<file path="src/rtl/tsm_sbox_sequencer_pkg.sv">
// Shared definitions for the time-shared two-share PRINCE S-box sequencer.
// Holds the FSM state encoding, the share and randomness widths, and the
// field offsets inside the PRNG word (rnd_data).
package tsm_sbox_pkg;

    localparam int NIB_W        = 4;
    localparam int RAND_W       = 14;
    localparam int COMP_W       = 4;
    localparam int RND_W        = RAND_W + COMP_W;
    localparam int RND_BIT_LSB  = 4;
    localparam int RND_COMP_LSB = 0;

    typedef enum logic [2:0] {
        IDLE   = 3'd0,
        FETCH0 = 3'd1,
        PH0    = 3'd2,
        FETCH1 = 3'd3,
        PH1    = 3'd4,
        COMB   = 3'd5,
        OUT    = 3'd6
    } state_e;

endpackage

</file>
<file path="src/rtl/tsm_sbox_sequencer_if.sv">
// Handshake bundle for the S-box sequencer: input shares, PRNG word and
// result handshake.
//   master : upstream/PRNG/downstream side (drives valids, data, out_ready)
//   slave  : the sequencer (drives in_ready, rnd_ready, out_valid)
interface tsm_sbox_sequencer_if;
    import tsm_sbox_pkg::*;

    logic             in_valid;
    logic             in_ready;
    logic [NIB_W-1:0] in_share1;
    logic [NIB_W-1:0] in_share2;

    logic             rnd_valid;
    logic             rnd_ready;
    logic [RND_W-1:0] rnd_data;

    logic             out_valid;
    logic             out_ready;

    modport master (
        output in_valid, in_share1, in_share2, rnd_valid, rnd_data, out_ready,
        input  in_ready, rnd_ready, out_valid
    );

    modport slave (
        input  in_valid, in_share1, in_share2, rnd_valid, rnd_data, out_ready,
        output in_ready, rnd_ready, out_valid
    );

endinterface

</file>
<file path="src/rtl/tsm_sbox_sequencer_phase_mux.sv">
// Zero-forcing share/randomness mux feeding the shared cross-product datapath.
// Ports:
//   sel_ph0_i / sel_ph1_i : phase selects (never both high)
//   sh1_i / sh2_i         : registered shares
//   rnd_i                 : registered PRNG word
//   sb_share_o, sb_rand_bit_o, sb_rand_comp_o : gated datapath inputs
// Written as AND-OR gating rather than a priority mux so that outside a phase
// every output bit is a constant 0 and the two shares never meet on one net.
module tsm_phase_mux
    import tsm_sbox_pkg::*;
(
    input  logic              sel_ph0_i,
    input  logic              sel_ph1_i,
    input  logic [NIB_W-1:0]  sh1_i,
    input  logic [NIB_W-1:0]  sh2_i,
    input  logic [RND_W-1:0]  rnd_i,
    output logic [NIB_W-1:0]  sb_share_o,
    output logic [RAND_W-1:0] sb_rand_bit_o,
    output logic [COMP_W-1:0] sb_rand_comp_o
);

    logic [RND_W-1:0] rnd_gated;

    assign sb_share_o     = ({NIB_W{sel_ph0_i}} & sh1_i) | ({NIB_W{sel_ph1_i}} & sh2_i);
    assign rnd_gated      = {RND_W{sel_ph0_i | sel_ph1_i}} & rnd_i;
    assign sb_rand_bit_o  = rnd_gated[RND_BIT_LSB +: RAND_W];
    assign sb_rand_comp_o = rnd_gated[RND_COMP_LSB +: COMP_W];

endmodule

</file>
<file path="src/rtl/tsm_sbox_sequencer.sv">
// Control/sequencing for the time-shared two-share PRINCE S-box.
// Accepts one masked nibble per handshake, presents share 1 then share 2 to
// the datapath with a fresh PRNG word per phase, triggers recombination and
// hands the result off through out_valid/out_ready.
// Ports:
//   clk, rst_n (sync, active-low), flush (sync abort)
//   bus       : in/rnd/out handshakes (slave modport)
//   sb_*      : share and randomness presented to the datapath
//   cap0_en, cap1_en, comb_en : datapath capture/recombine strobes
//   busy      : state != IDLE
//   op_cnt    : completed operations, wraps at 2^16
//
// state  | meaning
// -------+-----------------------------------------------
// IDLE   | waiting for input shares
// FETCH0 | waiting for PRNG word for phase 0
// PH0    | share 1 on datapath, cap0_en
// FETCH1 | waiting for PRNG word for phase 1
// PH1    | share 2 on datapath, cap1_en
// COMB   | recombination, comb_en
// OUT    | result valid, waiting for out_ready
module tsm_sbox_sequencer
    import tsm_sbox_pkg::*;
(
    input  logic                 clk,
    input  logic                 rst_n,
    input  logic                 flush,
    tsm_sbox_sequencer_if.slave  bus,
    output logic [NIB_W-1:0]     sb_share,
    output logic [RAND_W-1:0]    sb_rand_bit,
    output logic [COMP_W-1:0]    sb_rand_comp,
    output logic                 cap0_en,
    output logic                 cap1_en,
    output logic                 comb_en,
    output logic                 busy,
    output logic [15:0]          op_cnt
);

    state_e           state_q;
    logic [NIB_W-1:0] sh1_q;
    logic [NIB_W-1:0] sh2_q;
    logic [RND_W-1:0] rnd_q;
    logic [15:0]      op_cnt_q;
    logic [15:0]      op_cnt_d;

    logic out_hs;
    logic accept;

    assign out_hs       = (state_q == OUT) & bus.out_ready;
    // OUT with out_ready counts as free so back-to-back ops have no bubble.
    assign bus.in_ready = ~flush & ((state_q == IDLE) | out_hs);
    assign accept       = bus.in_valid & bus.in_ready;
    assign op_cnt_d     = op_cnt_q + 16'd1;

    always_ff @(posedge clk) begin
        if (!rst_n) begin
            state_q  <= IDLE;
            sh1_q    <= '0;
            sh2_q    <= '0;
            rnd_q    <= '0;
            op_cnt_q <= '0;
        end else if (flush) begin
            state_q <= IDLE;
            sh1_q   <= '0;
            sh2_q   <= '0;
            rnd_q   <= '0;
        end else begin
            case (state_q)
                IDLE: begin
                    if (accept) begin
                        sh1_q   <= bus.in_share1;
                        sh2_q   <= bus.in_share2;
                        state_q <= FETCH0;
                    end
                end
                FETCH0: begin
                    if (bus.rnd_valid) begin
                        rnd_q   <= bus.rnd_data;
                        state_q <= PH0;
                    end
                end
                PH0:    state_q <= FETCH1;
                FETCH1: begin
                    if (bus.rnd_valid) begin
                        rnd_q   <= bus.rnd_data;
                        state_q <= PH1;
                    end
                end
                PH1:    state_q <= COMB;
                COMB:   state_q <= OUT;
                OUT: begin
                    if (bus.out_ready) begin
                        op_cnt_q <= op_cnt_d;
                        if (accept) begin
                            sh1_q   <= bus.in_share1;
                            sh2_q   <= bus.in_share2;
                            state_q <= FETCH0;
                        end else begin
                            state_q <= IDLE;
                        end
                    end
                end
                default: state_q <= IDLE;
            endcase
        end
    end

    assign bus.rnd_ready = (state_q == FETCH0) | (state_q == FETCH1);
    assign bus.out_valid = (state_q == OUT);
    assign cap0_en       = (state_q == PH0);
    assign cap1_en       = (state_q == PH1);
    assign comb_en       = (state_q == COMB);
    assign busy          = (state_q != IDLE);
    assign op_cnt        = op_cnt_q;

    tsm_phase_mux u_phase_mux (
        .sel_ph0_i      (cap0_en),
        .sel_ph1_i      (cap1_en),
        .sh1_i          (sh1_q),
        .sh2_i          (sh2_q),
        .rnd_i          (rnd_q),
        .sb_share_o     (sb_share),
        .sb_rand_bit_o  (sb_rand_bit),
        .sb_rand_comp_o (sb_rand_comp)
    );

endmodule

</file>
<file path="src/flat_wrapper.sv">
// flat-port wrapper written by rule: the top's interface ports become plain ports
module tsm_sbox_sequencer_flat import tsm_sbox_pkg::*;
  (clk, rst_n, flush, sb_share, sb_rand_bit, sb_rand_comp, cap0_en, cap1_en, comb_en, busy, op_cnt, bus_in_valid, bus_in_share1, bus_in_share2, bus_rnd_valid, bus_rnd_data, bus_out_ready, bus_in_ready, bus_rnd_ready, bus_out_valid);
  tsm_sbox_sequencer_if bus_i ();
  input  logic clk;
  input  logic rst_n;
  input  logic flush;
  output logic [NIB_W-1:0] sb_share;
  output logic [RAND_W-1:0] sb_rand_bit;
  output logic [COMP_W-1:0] sb_rand_comp;
  output logic cap0_en;
  output logic cap1_en;
  output logic comb_en;
  output logic busy;
  output logic [15:0] op_cnt;
  input wire logic [$bits(bus_i.in_valid)-1:0] bus_in_valid;
  input wire logic [$bits(bus_i.in_share1)-1:0] bus_in_share1;
  input wire logic [$bits(bus_i.in_share2)-1:0] bus_in_share2;
  input wire logic [$bits(bus_i.rnd_valid)-1:0] bus_rnd_valid;
  input wire logic [$bits(bus_i.rnd_data)-1:0] bus_rnd_data;
  input wire logic [$bits(bus_i.out_ready)-1:0] bus_out_ready;
  output wire logic [$bits(bus_i.in_ready)-1:0] bus_in_ready;
  output wire logic [$bits(bus_i.rnd_ready)-1:0] bus_rnd_ready;
  output wire logic [$bits(bus_i.out_valid)-1:0] bus_out_valid;
  assign bus_i.in_valid = bus_in_valid;
  assign bus_i.in_share1 = bus_in_share1;
  assign bus_i.in_share2 = bus_in_share2;
  assign bus_i.rnd_valid = bus_rnd_valid;
  assign bus_i.rnd_data = bus_rnd_data;
  assign bus_i.out_ready = bus_out_ready;
  assign bus_in_ready = bus_i.in_ready;
  assign bus_rnd_ready = bus_i.rnd_ready;
  assign bus_out_valid = bus_i.out_valid;
  tsm_sbox_sequencer u_core (.clk(clk), .rst_n(rst_n), .flush(flush), .bus(bus_i), .sb_share(sb_share), .sb_rand_bit(sb_rand_bit), .sb_rand_comp(sb_rand_comp), .cap0_en(cap0_en), .cap1_en(cap1_en), .comb_en(comb_en), .busy(busy), .op_cnt(op_cnt));
endmodule
</file>
<file path="config.mk">
export PLATFORM = sky130hd
export DESIGN_NAME = tsm_sbox_sequencer_flat
export DESIGN_NICKNAME = d
export VERILOG_FILES = /design/src/rtl/tsm_sbox_sequencer_pkg.sv /design/src/rtl/tsm_sbox_sequencer_if.sv /design/src/rtl/tsm_sbox_sequencer_phase_mux.sv /design/src/rtl/tsm_sbox_sequencer.sv /design/src/flat_wrapper.sv
export SDC_FILE = /design/constraint.sdc
export NUM_CORES = 1
export LEC_CHECK = 0
export ABC_CLOCK_PERIOD_IN_PS = 2300
export CORE_MARGIN = 5
export CORE_UTILIZATION = 44
export CTS_BUF_LIST = sky130_fd_sc_hd__clkbuf_4 sky130_fd_sc_hd__clkbuf_8
export CTS_CLUSTER_SIZE = 20
export DETAILED_ROUTE_END_ITERATION = 10
export PLACE_DENSITY = 0.83
export RECOVER_POWER = 50
export SYNTH_ARGS = -nofsm -noshare
export SYNTH_HDL_FRONTEND = slang
export SYNTH_SLANG_ARGS = --single-unit
</file>
<file path="constraint.sdc">
create_clock -name clk -period 2.3 [get_ports clk]
set_input_delay 0.46 -clock clk [delete_from_list [all_inputs] [get_ports clk]]
set_output_delay 0.46 -clock clk [all_outputs]
set_load 0.01 [all_outputs]
</file>
==> results_dict.tcl, run 1 <==
set metrics [dict create \
    syn_inst 244 \
    powerDensity_nw_per_um2 491 \
    drive_gt1_frac 0.109 \
    ys_top_cells_by_area "dfxtp_1, nand2_1, a21oi_1" \
    slowest_delay_ns 0.52 \
    syn_avg_cell_area_um2 8.45 \
    p_leak_nw 1.56 \
    post_synth_instance_area_um2 2060 \
    synth_nets 277 \
    hold_viol_final 0 \
    num_antenna_cells 0 \
    critPathLaunchType "flop" \
    yosysTopAreaCell "dfxtp_1" \
    grt_pass1_wl_mm 9.36 \
    crit_path_cell_trace "buf_4, or3_1, clkdlybuf4s50_1" \
    finClkSkew_ns 0.00707 \
    globalRouteMet3Util 0.0378 \
    synthArstFlopShare 0 \
    dp_slack_ns 0.0929 \
    cts_tree "yes" \
    drt_iter0_markers 128 \
    clockRootBuffer "clkbuf_8" \
    synth_edf_count 0 \
    cts.sinks 45 \
    cts_buffer_depth 2 \
    die_h_um 78.4 \
    ant_nets 0 \
    cts_buffers 5 \
    worst_slack_ns 0.129 \
    ys_seq_area_frac 0.437 \
    initial_core_util 0.464 \
    cp_top_family "buffers and inverters" \
    grt_pass1_vias 2036 \
    fill_cells 354 \
    synth_cell_types 38 \
    crit_fanout 9 \
    hpwl_mm 4.01 \
    slew_violations 0 \
    first_pass_iters 4 \
    fp.coreArea_um2 4440 \
    slowest_stage "clkdlybuf4s50_1" \
    vias 2051 \
    final_nets 362 \
    grt_busiest_layer "met2" \
    place.gp.congestion 0.802 \
    cap_violations 0 \
    synth-seq-cells 45 \
    synth_flop_cell "dfxtp_1" \
    grt_setup_unrepaired "no" \
    setup_violations 0 \
    viasPerCell 5.37 \
    synth_top_area_share 0.437 \
    num_io_pins 77 \
    cts_max_level 2 \
    use_met1 0.223 \
    drt-total-wl_mm 5.64 \
    setup_tns_ns 0 \
    path_buf_inv 2 \
    gr-usage-all-layers 0.186 \
    cp.arrival_ns 1.71 \
    status "completed" \
    wire_per_inst_um 14.8 \
    grt_max_degree 28 \
    hp-class "reg -> reg" \
    critPathRequiredTime_ns 1.84 \
    slew_headroom 0.630 \
    io_buffers 76 \
    die_area_um2 6150 \
    tightestPinTransition_ns 0.555 \
    rows 24 \
    period_needed_ns 2.17 \
    grt_antenna_before_repair 0 \
    fmax_mhz 461 \
    fp.dieW_um 78.4 \
    drc 0 \
    ir_worst_vdd_uv 390 \
    crit_type "reg -> out" \
    cp-end-kind "output pin" \
    clkTransAtPathRegs_ns 0.08 \
    grt_use_met2 0.333 \
    grt.overflow.total 0 \
    area_delta_synth_final_pct 52.2 \
    clk_latency_ns 0.29 \
    fin_crit_sh 0.944 \
    yosysWarnings 0 \
]
-- layer usage --
metal	vias up	routed length, um
met1	955	2290
met4	0	114
met5	-	0
met3	11	406
met2	68	2830
li1	1017	-
-- cells in the mapped netlist, types with 2 or more instances --
library cell	n
a21oi_1	26
a22o_1	4
and2_1	3
and3_1	2
and3b_1	2
buf_2	5
buf_4	2
buf_6	2
clkbuf_1	4
dfxtp_1	45
inv_1	3
mux2i_1	9
nand2_1	44
nand3_1	7
nand4_1	5
nor2_1	18
nor2b_1	19
nor3b_1	2
o21ai_0	7
o31ai_1	5
or3_1	3
or4_1	6
xor2_1	6
-- logic make-up after synthesis --
kind of cell,share of synthesized area
buf+inv,0.0431
compound gates,0.140
flops,0.437
fa+ha+maj,0.00607
xor+xnor,0.0255
mux,0.0492
simple gates,0.299
-- tightest hold or removal path, cell delays in order (launching register included) --
cell and delay [ns]:
dfxtp_1 0.31, nand2_1 0.05, a21oi_1 0.05
-- report_power, final --
group / internal (mW) / switching (mW) / total (mW) / leakage [nW]
clock: 0.366 / 0.252 / 0.618 / 0.0619
sequential: 0.785 / 0.00612 / 0.791 / 0.365
combinational: 0.0765 / 0.0551 / 0.132 / 1.13
total: 1.23 / 0.313 / 1.54 / 1.56
-- placed cells by master, fill, tap and decap left out, types with 4 or more instances in the layout --
| cell type | count |
|---|---|
| a21oi_1 | 26 |
| a22o_1 | 4 |
| buf_4 | 9 |
| clkbuf_8 | 6 |
| clkdlybuf4s50_1 | 37 |
| dfxtp_1 | 42 |
| dlygate4sd3_1 | 15 |
| dlymetal6s2s_1 | 21 |
| mux2i_1 | 9 |
| nand2_1 | 44 |
| nand3_1 | 7 |
| nand4_1 | 5 |
| nor2_1 | 18 |
| nor2b_1 | 18 |
| o21ai_0 | 7 |
| o31ai_1 | 5 |
| or4_1 | 6 |
| xor2_1 | 6 |
-- state kept, by name (all words and copies together) (netlist names) --
signal	flops
u_core.rnd_q	18
u_core.op_cnt	16
u_core.sh1_q	4
u_core.sh2_q	4
u_core.state_q	3
-- metrics by stage --
| step | total power, mW | util | area (um2) | hold slack [ns] | instances |
|---|---|---|---|---|---|
| floorplan | 0.858 | - | 2060 | 0.432 | 244 |
| global placement | 0.937 | 0.656 | 2910 | 0.437 | 373 |
| detailed placement | 0.939 | 0.656 | 2910 | 0.442 | 373 |
| CTS | 1.55 | 0.694 | 3080 | 0.454 | 382 |
| global route | 1.60 | 0.706 | 3140 | 0.480 | 382 |
| finish | 1.54 | 0.706 | 3140 | 0.451 | 382 |
-- final timing paths --
check,start,to,slack [ns],cells past startpoint
max reg2reg,u_core.state_q[1],u_core.op_cnt[15],0.52,6
min reg2reg,u_core.rnd_q[0],u_core.rnd_q[0],0.45,2
min,u_core.rnd_q[0],u_core.rnd_q[0],0.45,2
max,u_core.state_q[1],busy,0.13,3
-- timing repair --
item,CTS,global route
pin swaps,1,0
cloned,0,0
buffers inserted,1,0
hold buffers,0,0
endpoints found under the setup margin,23,22
gates resized for setup,12,24
-- layout make-up --
cell class	instances	area, um2	area share
inverters	3	11.3	0.00359
multi-input cells	183	1100	0.351
clock buffers	7	90.1	0.0287
flip-flops and latches	45	907	0.289
clock inverters	1	30.0	0.00957
repair buffers	91	932	0.297
well taps	52	65.1	0.0207
Note: power is estimated with default switching activity, not from simulation.
==> run 2: changes to the inputs <==
--- a/config.mk
+++ b/config.mk
@@ -5,14 +5,16 @@
 export SDC_FILE = /design/constraint.sdc
 export NUM_CORES = 1
 export LEC_CHECK = 0
-export ABC_CLOCK_PERIOD_IN_PS = 2300
+export ABC_AREA = 1
+export ABC_CLOCK_PERIOD_IN_PS = 2800
 export CORE_MARGIN = 5
 export CORE_UTILIZATION = 44
 export CTS_BUF_LIST = sky130_fd_sc_hd__clkbuf_4 sky130_fd_sc_hd__clkbuf_8
 export CTS_CLUSTER_SIZE = 20
 export DETAILED_ROUTE_END_ITERATION = 10
-export PLACE_DENSITY = 0.83
+export PLACE_DENSITY = 0.8
 export RECOVER_POWER = 50
+export REMOVE_ABC_BUFFERS = 1
 export SYNTH_ARGS = -nofsm -noshare
 export SYNTH_HDL_FRONTEND = slang
 export SYNTH_SLANG_ARGS = --single-unit
==> constraint.sdc (replaced) <==
create_clock -name clk -period 2.8 [get_ports clk]
set_input_delay 0.56 -clock clk [delete_from_list [all_inputs] [get_ports clk]]
set_output_delay 0.56 -clock clk [all_outputs]
set_load 0.01 [all_outputs]
==> run 2 against run 1 <==
Compared with the run above:
- the run now ends with capacitance limit, slew limit left
- clock-buffer cell count unchanged
- routed wire length decreased by 1.4%
- non-clock buffer count decreased by 10
- cell area increased by 2.0%
- register-to-register slack improved by 0.16 ns
- cell count increased by 20%
- core utilization decreased by 8.4 points
- area after synthesis increased by 13%
- clock skew about the same
==> results_dict.tcl, run 2 <==
set metrics [dict create \
    status "finished with violations" \
    violations "capacitance limit, slew limit" \
    synth-seq-cells 45 \
    combinationalPowerShare 0.116 \
    drive_gt1_frac 0.116 \
    critPathRequiredTime_ns 2.24 \
    fp.dieW_um 82.9 \
    slowest_stage "clkdlybuf4s50_1" \
    cts_buffer_depth 2 \
    first_pass_iters 4 \
    crit_fanout 9 \
    grt_pass1_wl_mm 9.56 \
    period_needed_ns 2.67 \
    mostFrequentLayoutCell "clkdlybuf4s50_1" \
    cts_buffers 5 \
    cp.arrival_ns 2.11 \
    seqPwrFrac 0.527 \
    ir_worst_vdd_uv 224 \
    power_frac_clock 0.357 \
    ant_nets 0 \
    p_int_uw 942 \
    drt_iter0_markers 108 \
    tightestPinTransition_ns 1.56 \
    synthArstFlopShare 0 \
    clk_latency_ns 0.30 \
    finClkSkew_ns 0.00658 \
    grt_setup_unrepaired "no" \
    final_cell_mix "clkdlybuf4s50_1, nor2_1, nand2_1" \
    grt_max_degree 37 \
    synth_top_area_share 0.386 \
    hp-class "reg -> reg" \
    cts_tree "yes" \
    ys_seq_area_frac 0.386 \
    gr-usage-all-layers 0.164 \
    final_nets 421 \
    yosysMostFrequentCell "nor2_1" \
    post_synth_instance_area_um2 2340 \
    r2r_setup_slack_ns 0.68 \
    cts_max_level 2 \
    cts.sinks 45 \
    slew_violations 30 \
    critPathLaunchType "input port" \
    die_area_um2 6870 \
    crit_path_cell_trace "dlygate4sd3_1, inv_1, nand2_1, inv_1, nand2_4, nand2_4, clkdlybuf4s50_1" \
    dp_slack_ns 0.252 \
    cts.hold.buffers_added 0 \
    vias 2226 \
    initial_core_util 0.454 \
    hold_viol_final 0 \
    synth_flop_cell "dfxtp_1" \
    worst_slack_ns 0.126 \
    num_antenna_cells 0 \
    syn_inst 310 \
    die_h_um 82.9 \
    cp_top_family "buffers and inverters" \
    slowest_delay_ns 0.54 \
    setup_violations 0 \
    netSwitchingFraction 0.238 \
    drt-total-wl_mm 5.57 \
    synth_cell_types 33 \
    p_leak_nw 1.16 \
    yosysWarnings 0 \
    io_buffers 76 \
    wire_per_inst_um 12.1 \
    ys_top_cells_by_area "dfxtp_1, nor2_1, nand2_1" \
    fill_cells 494 \
    grt_pass1_vias 2131 \
    clockRootBuffer "clkbuf_8" \
    path_buf_inv 4 \
    fmax_mhz 374 \
    powerDensity_nw_per_um2 387 \
    cp-end-kind "output pin" \
    fin_crit_sh 0.955 \
    area_delta_synth_final_pct 36.9 \
    p_switching_uw 295 \
    largest_reg_flops 18 \
    final_util 0.622 \
    cts_resized 0 \
    crit_type "in -> out" \
    rows 26 \
    largest_register "u_core.rnd_q" \
    drc 0 \
    viasPerCell 4.85 \
    grt_antenna_before_repair 0 \
    num_io_pins 77 \
    place.gp.congestion 0.759 \
    yosysTopAreaCell "dfxtp_1" \
    synthTopCellsByCount "nor2_1, nand2_1, dfxtp_1, inv_1, a211oi_1" \
    setup_tns_ns 0 \
    slew_headroom -0.0372 \
    grt.overflow.total 0 \
    syn_avg_cell_area_um2 7.54 \
    clkTransAtPathRegs_ns 0.08 \
    hpwl_mm 4.20 \
    cap_violations 1 \
    synth_edf_count 0 \
    fp.coreArea_um2 5140 \
]
## run 2: area by class of cell
| cell class | count | area [um2] | area share |
|---|---|---|---|
| clock buffer | 7 | 96.3 | 0.0301 |
| clock inverter | 1 | 5.00 | 0.00156 |
| inverter | 46 | 188 | 0.0587 |
| multi-input combinational | 209 | 1130 | 0.352 |
| sequential | 45 | 901 | 0.282 |
| tap | 70 | 87.6 | 0.0274 |
| timing repair buffer | 81 | 795 | 0.248 |
## run 2: cells by family (layout without fill, tap and decap cells)
family | after synthesis | after routing | synth area share
AOI/OAI and AO/OA | 50 | 50 | 0.149
xor gates and xnor gates | 2 | 2 | 0.00750
adders and majority gates | 1 | 1 | 0.00536
buffers and inverters | 56 | 135 | 0.113
DFF | 45 | 45 | 0.386
and+or+nand+nor | 156 | 156 | 0.339
## run 2: worst min-delay path: stages (launching register included)
cell and delay [ns]:
dfxtp_1 0.30, inv_1 0.06, a211oi_1 0.06
## run 2: power by group through the flow
stage	registers (mW)	clock network, mW	logic [mW]
floorplan	0.668	0	0.0673
global route	0.653	0.478	0.156
CTS	0.652	0.450	0.147
finish	0.652	0.441	0.144
detailed placement	0.667	0	0.146
global placement	0.666	0	0.144
## run 2: per-layer routing
layer,up-vias,wire [um],track usage,part of all wire
met5,-,0,0,0
met1,999,2360,0.190,0.42
li1,1145,-,-,-
met2,77,2620,0.281,0.47
met4,0,48,0.0357,0.0086
met3,5,536,0.0693,0.096
## run 2: worst paths after layout
check,cells past startpoint,startpoint,end
max,7,flush,bus_in_ready
min,2,u_core.rnd_q[16],u_core.rnd_q[16]
max reg2reg,6,u_core.state_q[2],u_core.op_cnt[11]
min reg2reg,2,u_core.rnd_q[16],u_core.rnd_q[16]
## run 2: per-stage QoR
stage,cell area [um2],power (mW),hold slack (ns),std cells
after CTS,3240,1.25,0.470,458
final,3200,1.24,0.464,459
after global placement,3140,0.811,0.452,450
after floorplan,2260,0.735,0.440,300
after global routing,3200,1.29,0.483,459
after detailed placement,3140,0.813,0.454,450
## run 2: repair_timing
action | 4_1_cts | 5_1_grt
endpoints found under the hold margin | 0 | 0
setup buffers | 0 | 1
setup endpoints to repair | 0 | 5
==> run 3: changes to the inputs <==
--- a/config.mk
+++ b/config.mk
@@ -7,12 +7,11 @@
 export LEC_CHECK = 0
 export ABC_AREA = 1
 export ABC_CLOCK_PERIOD_IN_PS = 2800
-export CORE_MARGIN = 5
-export CORE_UTILIZATION = 44
+export CORE_UTILIZATION = 51
 export CTS_BUF_LIST = sky130_fd_sc_hd__clkbuf_4 sky130_fd_sc_hd__clkbuf_8
 export CTS_CLUSTER_SIZE = 20
 export DETAILED_ROUTE_END_ITERATION = 10
-export PLACE_DENSITY = 0.8
+export PLACE_DENSITY = 0.91
 export RECOVER_POWER = 50
 export REMOVE_ABC_BUFFERS = 1
 export SYNTH_ARGS = -nofsm -noshare
==> run 3 against run 2 <==
Compared with the run above:
- the run still ends with capacitance limit, slew limit left
- cell area shrank 0.67%
- non-clock buffer count fell by 1
- global-route usage up 6.3 points
- combinational power about the same
- sequential power hardly changed
- routed wire length down 6.6%
- hold slack improved by 0.0033 ns
- setup slack worse by 0.013 ns
- critical path depth is the same
- critical path type unchanged
- largest cell class unchanged
- largest power group unchanged
==> results_dict.tcl, run 3 (synthesis results as in run 2) <==
set metrics [dict create \
    status "finished with violations" \
    violations "capacitance limit, slew limit" \
    cp-end-kind "output pin" \
    r2r_setup_slack_ns 0.61 \
    seqPwrFrac 0.530 \
    power_frac_clock 0.354 \
    hp-class "reg -> reg" \
    grt_pass1_vias 2074 \
    grt_pass1_wl_mm 9.00 \
    io_buffers 76 \
    final_cell_mix "clkdlybuf4s50_1, nor2_1, nand2_1" \
    fin_crit_sh 0.960 \
    clk_latency_ns 0.30 \
    crit_fanout 9 \
    cts.hold.buffers_added 0 \
    cts_max_level 2 \
    grt.overflow.total 0 \
    p_leak_nw 1.16 \
    cap_violations 1 \
    wire_per_inst_um 11.8 \
    die_h_um 69.7 \
    initial_core_util 0.533 \
    first_pass_iters 4 \
    r2r_cells 6 \
    largest_reg_flops 18 \
    p_int_uw 941 \
    num_antenna_cells 0 \
    grt_antenna_before_repair 0 \
    cp.arrival_ns 2.13 \
    cts_buffer_depth 2 \
    clockRootBuffer "clkbuf_8" \
    clkTransAtPathRegs_ns 0.08 \
    min_from "u_core.rnd_q[7]" \
    slowest_stage "dlygate4sd3_1" \
    powerDensity_nw_per_um2 387 \
    cts_resized 0 \
    fp.dieW_um 69.7 \
    ir_worst_vdd_uv 229 \
    hpwl_mm 3.84 \
    die_area_um2 4860 \
    netSwitchingFraction 0.235 \
    viasPerCell 5.02 \
    hold_viol_final 0 \
    num_io_pins 77 \
    p_switching_uw 289 \
    final_nets 420 \
    setup_violations 0 \
    critPathLaunchType "input port" \
    fmax_mhz 372 \
    drt_iter0_markers 139 \
    drive_gt1_frac 0.119 \
    reg2reg_to "u_core.op_cnt[11]" \
    slowest_delay_ns 0.54 \
    place.gp.congestion 0.836 \
    setup_tns_ns 0 \
    vias 2210 \
    largest_register "u_core.rnd_q" \
    crit_type "in -> out" \
    cp_top_family "buffers and inverters" \
    dp_slack_ns 0.255 \
    crit_path_cell_trace "dlygate4sd3_1, inv_1, nand2_1, inv_1, nand2_4, nand2_4, clkdlybuf4s50_1" \
    slew_headroom -0.0362 \
    cts.sinks 45 \
    mostFrequentLayoutCell "clkdlybuf4s50_1" \
    area_delta_synth_final_pct 36.0 \
    post_cts_buffers 0 \
    path_buf_inv 4 \
    drt-total-wl_mm 5.20 \
    ant_nets 0 \
    slew_violations 30 \
    combinationalPowerShare 0.116 \
    worst_slack_ns 0.113 \
    holdPathEnd "u_core.rnd_q[7]" \
    grt_setup_unrepaired "no" \
    tightestPinTransition_ns 1.55 \
    reg2reg_from "u_core.state_q[2]" \
    finClkSkew_ns 0.00664 \
    period_needed_ns 2.69 \
    worstHoldPathCells 2 \
    cts_tree "yes" \
    gr-usage-all-layers 0.227 \
    fp.coreArea_um2 4380 \
    drc 0 \
    grt_max_degree 37 \
    path_depth 7 \
    rows 24 \
    critPathRequiredTime_ns 2.24 \
    cts_buffers 5 \
    holdWs_ns 0.468 \
]
[run 3: cell types whose count changed in the layout (fill, tap and decap cells not counted), sizes merged]
cell           before  now
dlygate4sd3         2    4
buf                 3    2
clkdlybuf4s50      74   72
[run 3: worst min-delay path, cell delays in order (launching register included)]
cell      delay (ns)
dfxtp_1         0.30
inv_1           0.06
a211oi_1        0.06
[run 3: power by group through the flow]
stage / clock, mW / combinational (mW) / sequential [mW]
6_report: 0.436 / 0.142 / 0.652
5_1_grt: 0.468 / 0.156 / 0.653
4_1_cts: 0.449 / 0.145 / 0.652
3_5_place_dp: 0 / 0.145 / 0.667
3_3_place_gp: 0 / 0.143 / 0.666
2_1_floorplan: 0 / 0.0673 / 0.668
[run 3: layer usage]
metal | up-vias | global-route usage | part of all wire
met2 | 83 | 0.375 | 0.47
met1 | 971 | 0.285 | 0.44
li1 | 1147 | - | -
met3 | 9 | 0.0654 | 0.078
met5 | - | 0 | 0
met4 | 0 | 0.0733 | 0.011
[run 3: per-stage QoR]
step                      area, um2  cells  total power, mW  utilization
after floorplan                2260    300            0.735            -
after detailed placement       3120    432            0.812        0.711
after global placement         3120    432            0.809        0.711
after CTS                      3220    440             1.25        0.734
after global routing           3180    440             1.28        0.725
final                          3180    440             1.23        0.725
[run 3: how the worst max path moves through the flow]
stage / start / endpoint / slack, ns
2_1_floorplan: u_core.state_q[0] / sb_rand_bit[0] / 0.97
3_3_place_gp: flush / bus_in_ready / 0.29
3_5_place_dp: flush / bus_in_ready / 0.26
4_1_cts: u_core.state_q[1] / sb_rand_bit[1] / 0.16
5_1_grt: flush / u_core.op_cnt[11] / 0.03
6_report: flush / bus_in_ready / 0.11
[run 3: area by class of cell]
type | count | area (um2)
Clock inverter | 1 | 5.00
Timing Repair Buffer | 80 | 787
Inverter | 46 | 188
Multi-Input combinational cell | 209 | 1130
Tap cell | 52 | 65.1
Sequential cell | 45 | 901
Clock buffer | 7 | 96.3
Fill cell | 337 | 1210
